## src/rtl/clock_divider_multi_if.sv

```systemverilog
`default_nettype none
// ============================================================================
// Module   : clock_divider_multi_if
// Purpose  : Control / status bundle for clock_divider_multi.
//            master = controller side (drives enables, sync, loads),
//            slave  = divider side (drives divided clocks, ticks, load_err).
// Signals  : en[NUM_CH]     per-channel count enable
//            sync           restart all channels phase-aligned
//            load_valid     half-period load strobe
//            load_ch        target channel of the load
//            load_val[CNT_W] new half-period value
//            clkout[NUM_CH] divided square waves
//            tick[NUM_CH]   one-cycle pulse on every clkout edge
//            load_err       pulse after a load to a non-existent channel
// Revision : 1.0 - initial release
// ============================================================================
interface clock_divider_multi_if #(
   parameter int NUM_CH = 4,
   parameter int CNT_W  = 16
);
   localparam int CH_W = (NUM_CH > 1) ? $clog2(NUM_CH) : 1;

   logic [NUM_CH-1:0] en;
   logic              sync;
   logic              load_valid;
   logic [CH_W-1:0]   load_ch;
   logic [CNT_W-1:0]  load_val;
   logic [NUM_CH-1:0] clkout;
   logic [NUM_CH-1:0] tick;
   logic              load_err;

   modport master (
      output en, sync, load_valid, load_ch, load_val,
      input  clkout, tick, load_err
   );

   modport slave (
      input  en, sync, load_valid, load_ch, load_val,
      output clkout, tick, load_err
   );
endinterface
`default_nettype wire

```

## src/rtl/clock_divider_multi.sv

```systemverilog
`default_nettype none
// ============================================================================
// Module   : clock_divider_multi
// Purpose  : NUM_CH independent clock dividers sharing one system clock.
//            Each channel counts 0..hp and toggles its output when the count
//            reaches hp, giving a period of 2*(hp+1) clkin cycles.
// Ports    : clkin   system clock, all logic on its rising edge
//            reset   synchronous active-high reset
//            bus     clock_divider_multi_if.slave (enables, sync, load
//                    strobe/channel/value in; clkout, tick, load_err out)
// Priority : reset > sync > load > count
// Revision : 1.0 - initial release
// ============================================================================
module clock_divider_multi #(
   parameter int NUM_CH       = 4,
   parameter int CNT_W        = 16,
   parameter int DEFAULT_HALF = 50000
) (
   input wire logic               clkin,
   input wire logic               reset,
   clock_divider_multi_if.slave   bus
);
   localparam logic [CNT_W-1:0] C_DEFAULT_HALF = CNT_W'(DEFAULT_HALF);

   logic [NUM_CH-1:0] w_clkout;
   logic [NUM_CH-1:0] w_tick;
   logic              w_load_ok;
   logic              r_load_err;

   // load_ch may be wide enough to name channels that do not exist
   // (NUM_CH not a power of two); such loads are rejected.
   assign w_load_ok = int'(bus.load_ch) < NUM_CH;

   for (genvar i = 0; i < NUM_CH; i++) begin : g_ch
      logic [CNT_W-1:0] r_cnt;
      logic [CNT_W-1:0] r_hp;
      logic             r_out;
      logic             r_tick;
      logic             w_load_hit;

      assign w_load_hit = bus.load_valid && w_load_ok && (int'(bus.load_ch) == i);

      always_ff @(posedge clkin) begin
         if (reset) begin
            r_cnt  <= '0;
            r_hp   <= C_DEFAULT_HALF;
            r_out  <= 1'b0;
            r_tick <= 1'b0;
         end else begin
            // hp is written even when sync clears the channel in the same cycle
            if (w_load_hit) begin
               r_hp <= bus.load_val;
            end
            if (bus.sync || w_load_hit) begin
               r_cnt  <= '0;
               r_out  <= 1'b0;
               r_tick <= 1'b0;
            end else if (bus.en[i]) begin
               if (r_cnt == r_hp) begin
                  r_cnt  <= '0;
                  r_out  <= ~r_out;
                  r_tick <= 1'b1;
               end else begin
                  r_cnt  <= r_cnt + 1'b1;
                  r_tick <= 1'b0;
               end
            end else begin
               r_tick <= 1'b0;
            end
         end
      end

      assign w_clkout[i] = r_out;
      assign w_tick[i]   = r_tick;
   end

   always_ff @(posedge clkin) begin
      if (reset) begin
         r_load_err <= 1'b0;
      end else begin
         r_load_err <= bus.load_valid && !w_load_ok;
      end
   end

   assign bus.clkout   = w_clkout;
   assign bus.tick     = w_tick;
   assign bus.load_err = r_load_err;
endmodule
`default_nettype wire

```

## src/flat_wrapper.sv

```systemverilog
// flat-port wrapper written by rule: the top's interface ports become plain ports
module clock_divider_multi_flat 
#(
   parameter int NUM_CH       = 4,
   parameter int CNT_W        = 16,
   parameter int DEFAULT_HALF = 50000
)
  (clkin, reset, bus_en, bus_sync, bus_load_valid, bus_load_ch, bus_load_val, bus_clkout, bus_tick, bus_load_err);
  clock_divider_multi_if #(.NUM_CH(NUM_CH), .CNT_W(CNT_W)) bus_i ();
  input wire logic clkin;
  input wire logic reset;
  input wire logic [$bits(bus_i.en)-1:0] bus_en;
  input wire logic [$bits(bus_i.sync)-1:0] bus_sync;
  input wire logic [$bits(bus_i.load_valid)-1:0] bus_load_valid;
  input wire logic [$bits(bus_i.load_ch)-1:0] bus_load_ch;
  input wire logic [$bits(bus_i.load_val)-1:0] bus_load_val;
  output wire logic [$bits(bus_i.clkout)-1:0] bus_clkout;
  output wire logic [$bits(bus_i.tick)-1:0] bus_tick;
  output wire logic [$bits(bus_i.load_err)-1:0] bus_load_err;
  assign bus_i.en = bus_en;
  assign bus_i.sync = bus_sync;
  assign bus_i.load_valid = bus_load_valid;
  assign bus_i.load_ch = bus_load_ch;
  assign bus_i.load_val = bus_load_val;
  assign bus_clkout = bus_i.clkout;
  assign bus_tick = bus_i.tick;
  assign bus_load_err = bus_i.load_err;
  clock_divider_multi #(.NUM_CH(NUM_CH), .CNT_W(CNT_W), .DEFAULT_HALF(DEFAULT_HALF)) u_core (.clkin(clkin), .reset(reset), .bus(bus_i));
endmodule
```

## config.mk

```make
export PLATFORM = sky130hd
export DESIGN_NAME = clock_divider_multi_flat
export DESIGN_NICKNAME = d
export VERILOG_FILES = /design/src/rtl/clock_divider_multi_if.sv /design/src/rtl/clock_divider_multi.sv /design/src/flat_wrapper.sv
export SDC_FILE = /design/constraint.sdc
export NUM_CORES = 1
export LEC_CHECK = 0
export ABC_AREA = 1
export BUFFER_PORTS_ARGS = -buffer_cell sky130_fd_sc_hd__buf_2
export CORE_ASPECT_RATIO = 0.75
export CORE_UTILIZATION = 33
export DETAILED_ROUTE_END_ITERATION = 10
export HOLD_SLACK_MARGIN = 0.08
export PLACE_DENSITY = 0.59
export RECOVER_POWER = 100
export REMOVE_ABC_BUFFERS = 1
export SETUP_SLACK_MARGIN = 0.15
export SLEW_MARGIN = 20
export SYNTH_ARGS = -nofsm -noshare
export SYNTH_HDL_FRONTEND = slang
export SYNTH_SLANG_ARGS = --single-unit
```

## constraint.sdc

```tcl
create_clock -name clkin -period 2 [get_ports clkin]
set_clock_uncertainty 0.1 [all_clocks]
set_input_delay 0.4 -clock clkin [delete_from_list [all_inputs] [get_ports clkin]]
set_output_delay 0.4 -clock clkin [all_outputs]
set_load 0.05 [all_outputs]
```

==> results.toml <==
[setup_path]
rr_startpoint = "u_core.g_ch[2].r_cnt[5]"
crit_path_max_incr_delay_ps = 490
crit_required_ps = 1500
startpoint = "u_core.g_ch[0].r_out"
crit_path_end_kind = "output pin"
startpoint_type = "register"
path_class = "register to output pin"
crit_slowest_cell = "clkbuf_1"
cp.buffers_inverters = 1
path_delay_family = "buffers and inverters"
worstPathCellList = "clkbuf_1"
critPathArrivalTime_ps = 1290
cp_max_fo = 3

[place]
pre_cts_ws_ps = 328
routabilityCongestion = 0.860
dp_hpwl_microns = 13500
numPortBuffers = 33

[sta]
setup_viol_count_final = 0
rsz0062_at_grt = "false"
final_hold_viol_count = 0
tightest_slew_ps = 598
post-route-min-period_ps = 1790
min_period_over_period_pct = 89.3
drv_slew = 0
setup_slack_ps = 213
relSlewSlack_pct = 60.3
max_freq_ghz = 0.560
tns_ps = 0

[power]
power.switching_mw = 1.56
p_total_mw = 6.58
p_leak_nw = 3.48
p_comb_share_pct = 6.6
swShare_pct = 23.7
power.share.clock_pct = 50.2
p_seq_share_pct = 43.1
intPower_mw = 5.02
cellPowerDensity_nw_per_um2 = 816
ir_worst_vdd_uv = 610

[finish]
nNetsFinal = 1120
drive_above_1_share_pct = 8.89
final_core_util_pct = 38.1
synthToLayoutAreaGrowth_pct = 13.6

[clock_network]
clock_sinks = 136
post-cts-setup-buffers = 0
cts_inserted_buffers = 17
cts_tree = "yes"
root_buffer = "clkbuf_16"
clk_pin_slew_ps = 60
clock_path_buffers = 2
h-tree-depth = 4
worstSkewPairLatency_ps = 410

[yosys]
synth.top_cell.area_share_pct = 38.4
syn_area_sq_um = 7090
synth.area.top_cells = "dfxtp_1, nand2_1, nor2_1"
yosys.cell_types.count = 38
synth-warning-count = 0
yosysTopAreaCell = "dfxtp_1"
synth_seq_cells = 136
syn_inst = 1057
syn_area_per_cell_sq_um = 6.71
yosysSeqAreaShare_pct = 38.4

[die]
dieWidth_microns = 171
dieArea_sq_um = 22100
die_h_microns = 129
core-area_sq_um = 21100
num_rows = 46
ios = 35
start_util_pct = 33.6

[global_route]
grt_pass1_vias = 5601
overflow = 0
antenna_found_initial = 1
grt_pass1_wl_microns = 29500
grt_max_degree = 38
grt_usage_pct = 17.2

[min_path]
hp-start = "reset"
hp-class = "input pin to register"

[detailed_routing]
wl_microns = 18000
drt-vias-per-instance = 4.52
final_antenna_net_count = 0
route.detailed.drc = 0
drtIter0Drc = 511
vias = 6293
post_drt_wl_per_cell_microns = 12.9
drt_pass1_iterations = 5

[flow_run]
max_cap_viol_count = 0

[run_status]
run_status = "completed"
-- power by group through the flow --
| stage | logic [mW] | clock network, mW | registers, mW |
|---|---|---|---|
| 2_1_floorplan | 0.293 | 0 | 2.88 |
| 3_3_place_gp | 0.438 | 0 | 2.89 |
| 3_5_place_dp | 0.443 | 0 | 2.89 |
| 4_1_cts | 0.445 | 3.36 | 2.84 |
| 5_1_grt | 0.499 | 3.49 | 2.84 |
| 6_report | 0.436 | 3.30 | 2.84 |
-- synthesized netlist by cell type --
cell / instances
nand4_2: 1
o21ai_1: 1
a21oi_1: 44
buf_2: 3
xnor2_1: 15
nand3_2: 3
nand2_4: 3
o22ai_1: 1
o31ai_1: 3
nand2_1: 268
nand3_1: 47
dfxtp_1: 136
nand3b_1: 3
nor2_2: 18
clkbuf_2: 1
o211ai_1: 12
inv_1: 140
conb_1: 1
nand4_1: 21
nand2_2: 3
nor3_2: 2
a211oi_1: 1
xor2_1: 40
nor2_1: 152
o21ai_0: 65
nor4_1: 1
or2_1: 1
buf_6: 2
nor3_1: 16
buf_12: 1
buf_4: 9
clkbuf_1: 13
ha_1: 4
nand3_4: 1
nand3b_2: 1
or2_2: 7
nor2_4: 4
inv_2: 13
-- sequential cells by signal, indices dropped and copies added (netlist names) --
| name | flops |
|---|---|
| u_core.g_ch.r_cnt | 64 |
| u_core.g_ch.r_hp | 64 |
| u_core.g_ch.r_out | 4 |
| u_core.g_ch.r_tick | 4 |
-- per-layer routing --
layer / up-vias / part of all wire, % / track usage (%)
met5: - / 0 / 0
met4: 0 / 0.54 / 4.41
met3: 9 / 5.6 / 3.41
met2: 132 / 40 / 23.8
met1: 2783 / 54 / 26.6
li1: 3369 / - / -
-- worst reg2reg max path: cells and delay by family (launching register included) --
| family | cells | cell delay [ps] |
|---|---|---|
| and+or+nand+nor | 7 | 930 |
| buffers and inverters | 1 | 120 |
| DFF | 1 | 450 |
| AOI/OAI and AO/OA | 1 | 60 |
-- cells by family (layout without fill, tap and decap cells) --
logic type | after synthesis | in the layout | synth area share, %
compound gates | 127 | 127 | 9.54
xor+xnor | 55 | 55 | 6.79
other cells | 1 | 2 | 0.0529
buf+inv | 182 | 227 | 10.6
flops | 136 | 136 | 38.4
fa+ha+maj | 4 | 4 | 0.706
simple gates | 552 | 552 | 33.9
-- layout by cell type, fill, tap and decap left out, types with 3 or more instances in the layout --
master | synthesis | final
clkbuf_8 | 0 | 4
bufinv_16 | 0 | 3
o31ai_1 | 3 | 3
xor2_1 | 40 | 40
inv_2 | 13 | 11
nor3_1 | 16 | 17
nand2_4 | 3 | 3
nand2_2 | 3 | 3
nor2_4 | 4 | 3
buf_4 | 9 | 4
xnor2_1 | 15 | 15
dfxtp_1 | 136 | 136
clkinvlp_4 | 0 | 4
ha_1 | 4 | 4
or2_2 | 7 | 7
clkbuf_16 | 0 | 17
nand3_1 | 47 | 50
clkbuf_1 | 13 | 16
a21oi_1 | 44 | 44
nand2_1 | 268 | 268
inv_1 | 140 | 141
o211ai_1 | 12 | 12
nand4_1 | 21 | 21
buf_2 | 3 | 23
nand3b_1 | 3 | 3
nor2_1 | 152 | 162
nor2_2 | 18 | 9
o21ai_0 | 65 | 66
-- area by class of cell --
class | instances | area (sq um)
Tap cell | 288 | 360
Fill cell | 2247 | 13100
Antenna cell | 1 | 2.50
Clock inverter | 10 | 143
Multi-Input combinational cell | 739 | 3570
Inverter | 153 | 574
Timing Repair Buffer | 43 | 205
Sequential cell | 136 | 2720
Clock buffer | 21 | 480
-- final timing paths --
check	endpoint	slack, ps	depth (start not counted)
worst min register to register	u_core.g_ch[2].r_hp[11]	370	2
worst min-delay path	u_core.g_ch[3].r_hp[8]	180	3
worst max-delay path	bus_clkout[0]	210	1
worst max register to register	u_core.g_ch[2].r_cnt[0]	240	9
-- metrics by stage --
stage | cell area [sq um] | hold WS (ps) | std cells
final | 8050 | 183 | 1391
after global routing | 8050 | 191 | 1391
after CTS | 8140 | 176 | 1390
after detailed placement | 7510 | 364 | 1359
after global placement | 7510 | 361 | 1359
after floorplan | 6910 | 343 | 1028
-- what timing repair did --
action	CTS	global route
hold buffers	0	0
endpoints found under the setup margin	0	1
gates resized for setup	0	1
No activity file was read; power rests on OpenSTA's default activity.
